<file path="config.mk">
export PLATFORM = sky130hd
export DESIGN_NAME = modulo_n_stream
export DESIGN_NICKNAME = d
export VERILOG_FILES = /design/src/rtl/modulo_n_stream.sv
export SDC_FILE = /design/constraint.sdc
export NUM_CORES = 1
export LEC_CHECK = 0
export BUFFER_PORTS_ARGS = -buffer_cell sky130_fd_sc_hd__buf_4
export CAP_MARGIN = 20
export CORE_ASPECT_RATIO = 0.5
export CORE_MARGIN = 3
export CORE_UTILIZATION = 56
export DETAILED_ROUTE_END_ITERATION = 6
export GPL_TIMING_DRIVEN = 0
export PLACE_DENSITY = 0.77
export SKIP_LAST_GASP = 1
export SYNTH_ARGS = -nofsm -noshare
export SYNTH_HDL_FRONTEND = slang
export SYNTH_SLANG_ARGS = --single-unit
</file>
<file path="constraint.sdc">
create_clock -name clk -period 3.1 [get_ports clk]
set_input_delay 0.31 -clock clk [delete_from_list [all_inputs] [get_ports clk]]
set_output_delay 0.31 -clock clk [all_outputs]
set_load 0.03 [all_outputs]
</file>
<file path="src/rtl/modulo_n_stream.sv">
// -----------------------------------------------------------------------------
// modulo_n_stream
//
// Running residue of an MSB-first number streamed IN_W bits per beat, taken
// modulo a modulus N that is loaded at frame start. Each frame has a
// programmable length in beats and uses a start/valid/ready/done handshake.
//
// Ports:
//   clk      - clock; all state updates on the rising edge
//   reset    - asynchronous, active-low reset
//   start_i  - frame start, only looked at while idle
//   mod_n_i  - modulus N, captured when the start is accepted
//   len_i    - beats in the frame, captured when the start is accepted
//   val_i    - data beat, MSB first
//   valid_i  - beat valid
//   abort_i  - abandon the frame in progress
//   ready_o  - high while a frame is running; beat taken on valid_i & ready_o
//   mod      - running residue, then the final residue
//   done_o   - one-cycle pulse when a frame completes
//   err_o    - set when a frame was started with N == 0, cleared by next start
//   busy_o   - high while a frame is running or completing
// -----------------------------------------------------------------------------
module modulo_n_stream #(
    parameter int MOD_W = 4,
    parameter int IN_W  = 1,
    parameter int LEN_W = 8
) (
    input  logic             clk,
    input  logic             reset,
    input  logic             start_i,
    input  logic [MOD_W-1:0] mod_n_i,
    input  logic [LEN_W-1:0] len_i,
    input  logic [IN_W-1:0]  val_i,
    input  logic             valid_i,
    input  logic             abort_i,
    output logic             ready_o,
    output logic [MOD_W-1:0] mod,
    output logic             done_o,
    output logic             err_o,
    output logic             busy_o
);

    localparam logic [1:0] ST_IDLE = 2'd0;
    localparam logic [1:0] ST_RUN  = 2'd1;
    localparam logic [1:0] ST_DONE = 2'd2;

    localparam logic [LEN_W-1:0] LEN_ONE = {{(LEN_W-1){1'b0}}, 1'b1};

    logic [1:0]       state_reg;
    logic [MOD_W-1:0] n_reg;
    logic [LEN_W-1:0] len_reg;
    logic [LEN_W-1:0] count_reg;
    logic [MOD_W-1:0] mod_reg;
    logic             err_reg;
    logic [MOD_W-1:0] mod_next;

    // Reduction chain: one shift-and-conditional-subtract per input bit,
    // MSB first. Because every stage output is < N, 2r+bit <= 2N-1 and fits
    // in MOD_W+1 bits; the difference itself is < N so MOD_W bits suffice.
    logic [MOD_W-1:0] step_r [0:IN_W];

    assign step_r[0] = mod_reg;

    generate
        for (genvar gi = 0; gi < IN_W; gi++) begin : g_step
            logic [MOD_W:0]   shifted;
            logic [MOD_W-1:0] diff;
            logic             ge_n;

            assign shifted = {step_r[gi], val_i[IN_W-1-gi]};
            assign ge_n    = (shifted >= {1'b0, n_reg});
            assign diff    = shifted[MOD_W-1:0] - n_reg;
            assign step_r[gi+1] = ge_n ? diff : shifted[MOD_W-1:0];
        end
    endgenerate

    assign mod_next = step_r[IN_W];

    always_ff @(posedge clk or negedge reset) begin
        if (!reset) begin
            state_reg <= ST_IDLE;
            n_reg     <= '0;
            len_reg   <= '0;
            count_reg <= '0;
            mod_reg   <= '0;
            err_reg   <= 1'b0;
        end else begin
            case (state_reg)
                ST_IDLE: begin
                    if (start_i) begin
                        n_reg     <= mod_n_i;
                        len_reg   <= len_i;
                        mod_reg   <= '0;
                        count_reg <= '0;
                        err_reg   <= (mod_n_i == '0);
                        // Degenerate frames (no modulus or no beats) complete
                        // immediately without ever offering ready.
                        if (mod_n_i == '0 || len_i == '0) begin
                            state_reg <= ST_DONE;
                        end else begin
                            state_reg <= ST_RUN;
                        end
                    end
                end
                ST_RUN: begin
                    // Abort wins over a beat presented in the same cycle.
                    if (abort_i) begin
                        state_reg <= ST_IDLE;
                    end else if (valid_i) begin
                        mod_reg <= mod_next;
                        if (count_reg == len_reg - LEN_ONE) begin
                            state_reg <= ST_DONE;
                        end else begin
                            count_reg <= count_reg + LEN_ONE;
                        end
                    end
                end
                ST_DONE: begin
                    state_reg <= ST_IDLE;
                end
                default: begin
                    state_reg <= ST_IDLE;
                end
            endcase
        end
    end

    assign ready_o = (state_reg == ST_RUN);
    assign done_o  = (state_reg == ST_DONE);
    assign busy_o  = (state_reg != ST_IDLE);
    assign mod     = mod_reg;
    assign err_o   = err_reg;

endmodule

</file>
-- Word-level counts from Yosys, hierarchy flattened
Index checks and enable logic that the tools add are counted.
- flip-flop bits (word level): 27
- input bits: 18
- output and inout bits: 8
- $add $sub $neg: 3
- $lt $le $gt $ge: 1
- equal/unequal tests: 9
- mux-type cells: 16
- reduce and logical (&&, ||, !) cells: 10
- operator list (operator ; count):
    8-bit 2-to-1 mux ; 4
    4-bit 2-to-1 mux ; 4
    8-bit case mux with 2 select lines ; 1
    2-bit 2-to-1 mux ; 5
    8-bit by 1-bit adder with 8-bit output, second input constant ; 1
    8-bit == test ; 1
    8-bit zero test ; 1
    2-bit != test, second input constant ; 4
    4-bit case mux with 2 select lines ; 1
    8-bit by 1-bit subtractor with 8-bit output, second input constant ; 1
    5-bit by 4-bit greater-or-equal comparator with 1-bit output ; 1
    5-bit AND reduction ; 1
    4-bit zero test ; 1
    2-bit case mux with 2 select lines ; 1
    4-bit AND reduction ; 1
    2-bit nonzero test ; 2
    4-bit subtractor ; 1
    3-bit by 2-bit != test with 1-bit output, second input constant ; 1
    3-bit != test, second input constant ; 1
    3-bit AND reduction ; 1
    2-bit by 1-bit == test with 1-bit output, second input constant ; 1
    2-bit == test, second input constant ; 1
    2-bit zero test ; 1
    2-bit AND reduction ; 1
    1-bit logical OR ; 1

-- Depth between registers and ports, before layout
- depth after elaboration: 6
- gate-level depth with buffers: 9
- mapped depth without buffers: 8

-- Least setup slack after synthesis
No wires, ideal clock.
- path type: register to register
- start point: register len_reg[0]
- end point: register count_reg[2]
- arrival: 2.097 ns
- setup slack: 0.924 ns
- cell stages (with the launch flop): 10
- buffers on the path: 1
- cell sequence: dfrtp_1 -> inv_1 -> ha_1 -> nand2b_1 -> o211a_1 -> o31a_1 -> or4_4 -> buf_8 -> nand3_2 -> mux2i_1
- longest elaborated chain between the ends: 4
- ends and longest elaborated chain (what ; RTL line ; RTL):
    start: declaration ; 51 ; logic [LEN_W-1:0] len_reg;
    start signal: assignment ; 92 ; len_reg <= len_i;
    8-bit by 1-bit subtractor with 8-bit output ; 111 ; if (count_reg == len_reg - LEN_ONE) begin
    8-bit == test ; 111 ;
    2-bit != test (no line) ; -- ;
    5-bit AND reduction (no line) ; -- ;
    end signal: assignment ; 114 ; count_reg <= count_reg + LEN_ONE;
    end: declaration ; 52 ; logic [LEN_W-1:0] count_reg;
No other way between the ends.
A chain may end at the register's enable or synchronous reset.

-- Final worst setup path
Same ends and word-level chain as after synthesis.

==> summary.md <==
• **result of the run** complete, no violations
• **CTS clock-pin slew for the worst setup and hold paths** 0.09 ns
• **CP cell instances** inv_1 > ha_1 > nand2b_1 > o211a_1 > o31a_1 > or4_4 > buf_8 > nand3_2 > mux2i_1
• **Arr. time, crit path** 2.59 ns
• **wire length of the first global-routing pass** 6.24 mm
• **delay of the slowest critical-path stage** 0.57 ns
• **setup repair after global routing missed its margin** false
• **Fmax achieved** 419 MHz
• **count of synthesis-stage warnings from yosys** 0
• **placement row count** 13
• **worst setup path startpoint** len_reg[0]
• **post-placement cell area** 1900 sq um
• **IR drop worst, VDD** 432 uV
• **startpoint of the lowest-slack register-to-register path** len_reg[0]
• **portion of total power attributed to combinational logic** 0.421
• **commonest cells after routing, fill and taps aside** nand2_1 (46), dfrtp_1 (27), buf_4 (25)
• **Routed WL per cell** 13.8 microns
• **Buf/Inv on CP** 2
• **Floorplan Core Area** 2720 sq um
• **leakage dissipation** 0.963 nW
• **Tightest Pin Transition** 0.512 ns
• **worst slew margin relative to its limit** 0.658
• **total count of max-transition violations in the final report** 0
• **Die Wd** 83.2 microns
• **area delta synth->final** 17.4%
• **mean post-synth cell area** 8.65 sq um
• **Post-route DRC** 0
• **Iter 0 DRT Violations** 104
• **most common library cell in the layout ignoring fill and taps** nand2_1
• **largest clock skew in the final design** 0.00161 ns
• **cell count along the critical path** 9
• **endpoint class of the critical path** flip-flop
• **sum of overflow across all layers after global routing** 0
• **Max Cap Viol** 0
• **footprint of the multi-input gates** 920 sq um
• **vertical die dimension** 44.6 microns
• **CTS Buffer Depth** 2
• **FF/Latch Area** 676 sq um
• **share of async-settable or async-resettable flops after synthesis** 1.00
• **number of cells on the worst reg-to-reg path** 9
• **die footprint** 3710 sq um
• **via count** 1427
• **worst min path class** input pin to flip-flop
• **summed negative setup slack over all endpoints** 0 ns
• **distinct cell type count after synthesis** 41
• **sum of net half-perimeters after detailed placement** 2.75 mm
• **Top Ports** 26
• **TritonCTS sink count** 27
• **count of H-tree levels built during CTS** 1
• **total of flip-flops plus latches after synthesis** 27
• **gate family responsible for the most delay along the worst path** simple AND/OR/NAND/NOR gates
• **RR Endpoint** count_reg[2]
• **count of port buffers added during placement** 25
• **number of global-route vias before repair** 1336
• **commonest register cell after synthesis** dfrtp_1
• **number of setup violations in the final report** 0
• **number of instances in the synthesized netlist** 193
• **Skew-Pair Late Insertion Delay** 0.27 ns
• **Worst setup endpoint** count_reg[2]
• **NumNets Final** 249
• **ratio of total power to cell area** 607 nW/um^2
• **fraction of layout instances using a drive strength above 1** 0.184
• **Crit Path Category** flip-flop to flip-flop
• **wire length after detailed routing** 3.58 mm
• **min cycle time layout** 2.39 ns
• **CTS tree** built
• **final weighted congestion in routability-driven placement** 0.852
• **Fin. Hold Viols** 0
• **endpoint required time on the critical path** 3.30 ns
• **net count of the mapped netlist** 218
• **net switching power** 0.460 mW
• **DRT antenna net count** 0
• **post-route cell area** 1960 sq um
• **area of the mapped netlist** 1670 sq um
• **cts bufs inserted** 3
• **Layout fillers** 214
• **Clk pwr share** 0.168
• **total routing usage reported by global routing** 0.213
• **number of gates given a new drive strength after cts** 0
• **design internal power** 0.730 mW
• **Clk Tree Root Cell** clkbuf_8
• **antenna violations before repair** 0
• **share of synthesized area occupied by flip-flops and latches** 0.404
• **ant diodes** 0
• **share of total power in sequential cells** 0.412
• **Post-synth EDFFs** 0
• **Sw Ratio** 0.386
• **maximum fanout encountered on the critical timing path** 10
• **CP startpoint kind** flip-flop
• **length of the first detailed-routing pass in iterations** 5
• **worst-path cell with the longest stage delay** or4_4
• **initial cell density of the core** 0.615
• **maximum number of pins on one net before global-route repair** 28
• **worst setup slack for register-to-register paths** 0.71 ns
• **post-route fraction of the period consumed by the critical path** 0.771
• **detail-routed via count per cell** 5.49
==> worst min path at each step <==
stage,start,endpoint,slack [ns],cells after the start
2_1_floorplan,reset,count_reg[0],0.01,0
3_3_place_gp,reset,count_reg[0],0.24,1
3_5_place_dp,reset,count_reg[2],0.25,1
4_1_cts,len_i[2],len_reg[2],0.23,3
5_1_grt,len_i[6],len_reg[6],0.23,3
6_report,len_i[5],len_reg[5],0.24,3
==> cell usage after synthesis, types with 4 or more instances <==
cell type  number  area (sq um)
nand4_1         6          37.5
dfrtp_1        27           676
xnor2_1         5          43.8
nor2_1         12          45.0
ha_1            6          75.1
mux2i_1         6          60.1
clkbuf_1        5          18.8
nand3_1         6          30.0
nor4_1          4          25.0
nor2b_1         6          37.5
inv_1          11          41.3
o21ai_0        10          50.1
nand2_1        46           173
==> power groups by stage <==
stage | Combinational [mW] | Clock [mW] | Sequential [mW]
after floorplan | 0.337 | 0 | 0.511
after global placement | 0.487 | 0 | 0.492
after detailed placement | 0.499 | 0 | 0.495
after CTS | 0.501 | 0.208 | 0.488
after global routing | 0.560 | 0.224 | 0.504
final | 0.501 | 0.199 | 0.489
==> per-layer routing <==
| metal | GRT usage | vias up | routed length [microns] |
|---|---|---|---|
| li1 | - | 730 | - |
| met1 | 0.295 | 658 | 1790 |
| met2 | 0.350 | 33 | 1580 |
| met3 | 0.0446 | 6 | 163 |
| met4 | 0.0489 | 0 | 44 |
| met5 | 0 | - | 0 |
==> worst min-delay path, cell delays in order <==
cell,delay [ns]
buf_4,0.08
nand2_1,0.04
nand2_1,0.04
==> through the flow <==
stage	setup slack [ns]	util	instances	power [mW]	hold slack, ns
after floorplan	0.924	-	193	0.849	0.0144
after global placement	0.791	0.701	255	0.979	0.241
after detailed placement	0.749	0.701	255	0.994	0.252
after CTS	0.727	0.722	260	1.20	0.231
after global routing	0.565	0.722	260	1.29	0.230
final	0.711	0.722	260	1.19	0.235
==> area by class of cell <==
type                            count  share of cell area
Tap cell                           37              0.0236
Inverter                           11              0.0211
Timing Repair Buffer               26               0.101
Clock inverter                      1             0.00255
Sequential cell                    27               0.345
Multi-Input combinational cell    149               0.469
Clock buffer                        3              0.0211
Buffer                              6              0.0172
==> timing repair <==
action / 4_1_cts / 5_1_grt
endpoints found under the hold margin: 27 / 0
endpoints found under the setup margin: 0 / 0
buffers inserted: 0 / 0
hold buffers: 1 / 0
==> kinds of logic (layout without fill, tap and decap cells) <==
kind of cell	after synthesis	count (layout)	synth area share
DFF	27	27	0.404
adders and majority gates	7	7	0.0569
and+or+nand+nor	96	96	0.282
AOI/OAI and AO/OA	30	30	0.121
muxes	8	8	0.0494
buffers and inverters	17	47	0.0449
xor gates and xnor gates	8	8	0.0419
(Power assumes the default switching activity.)
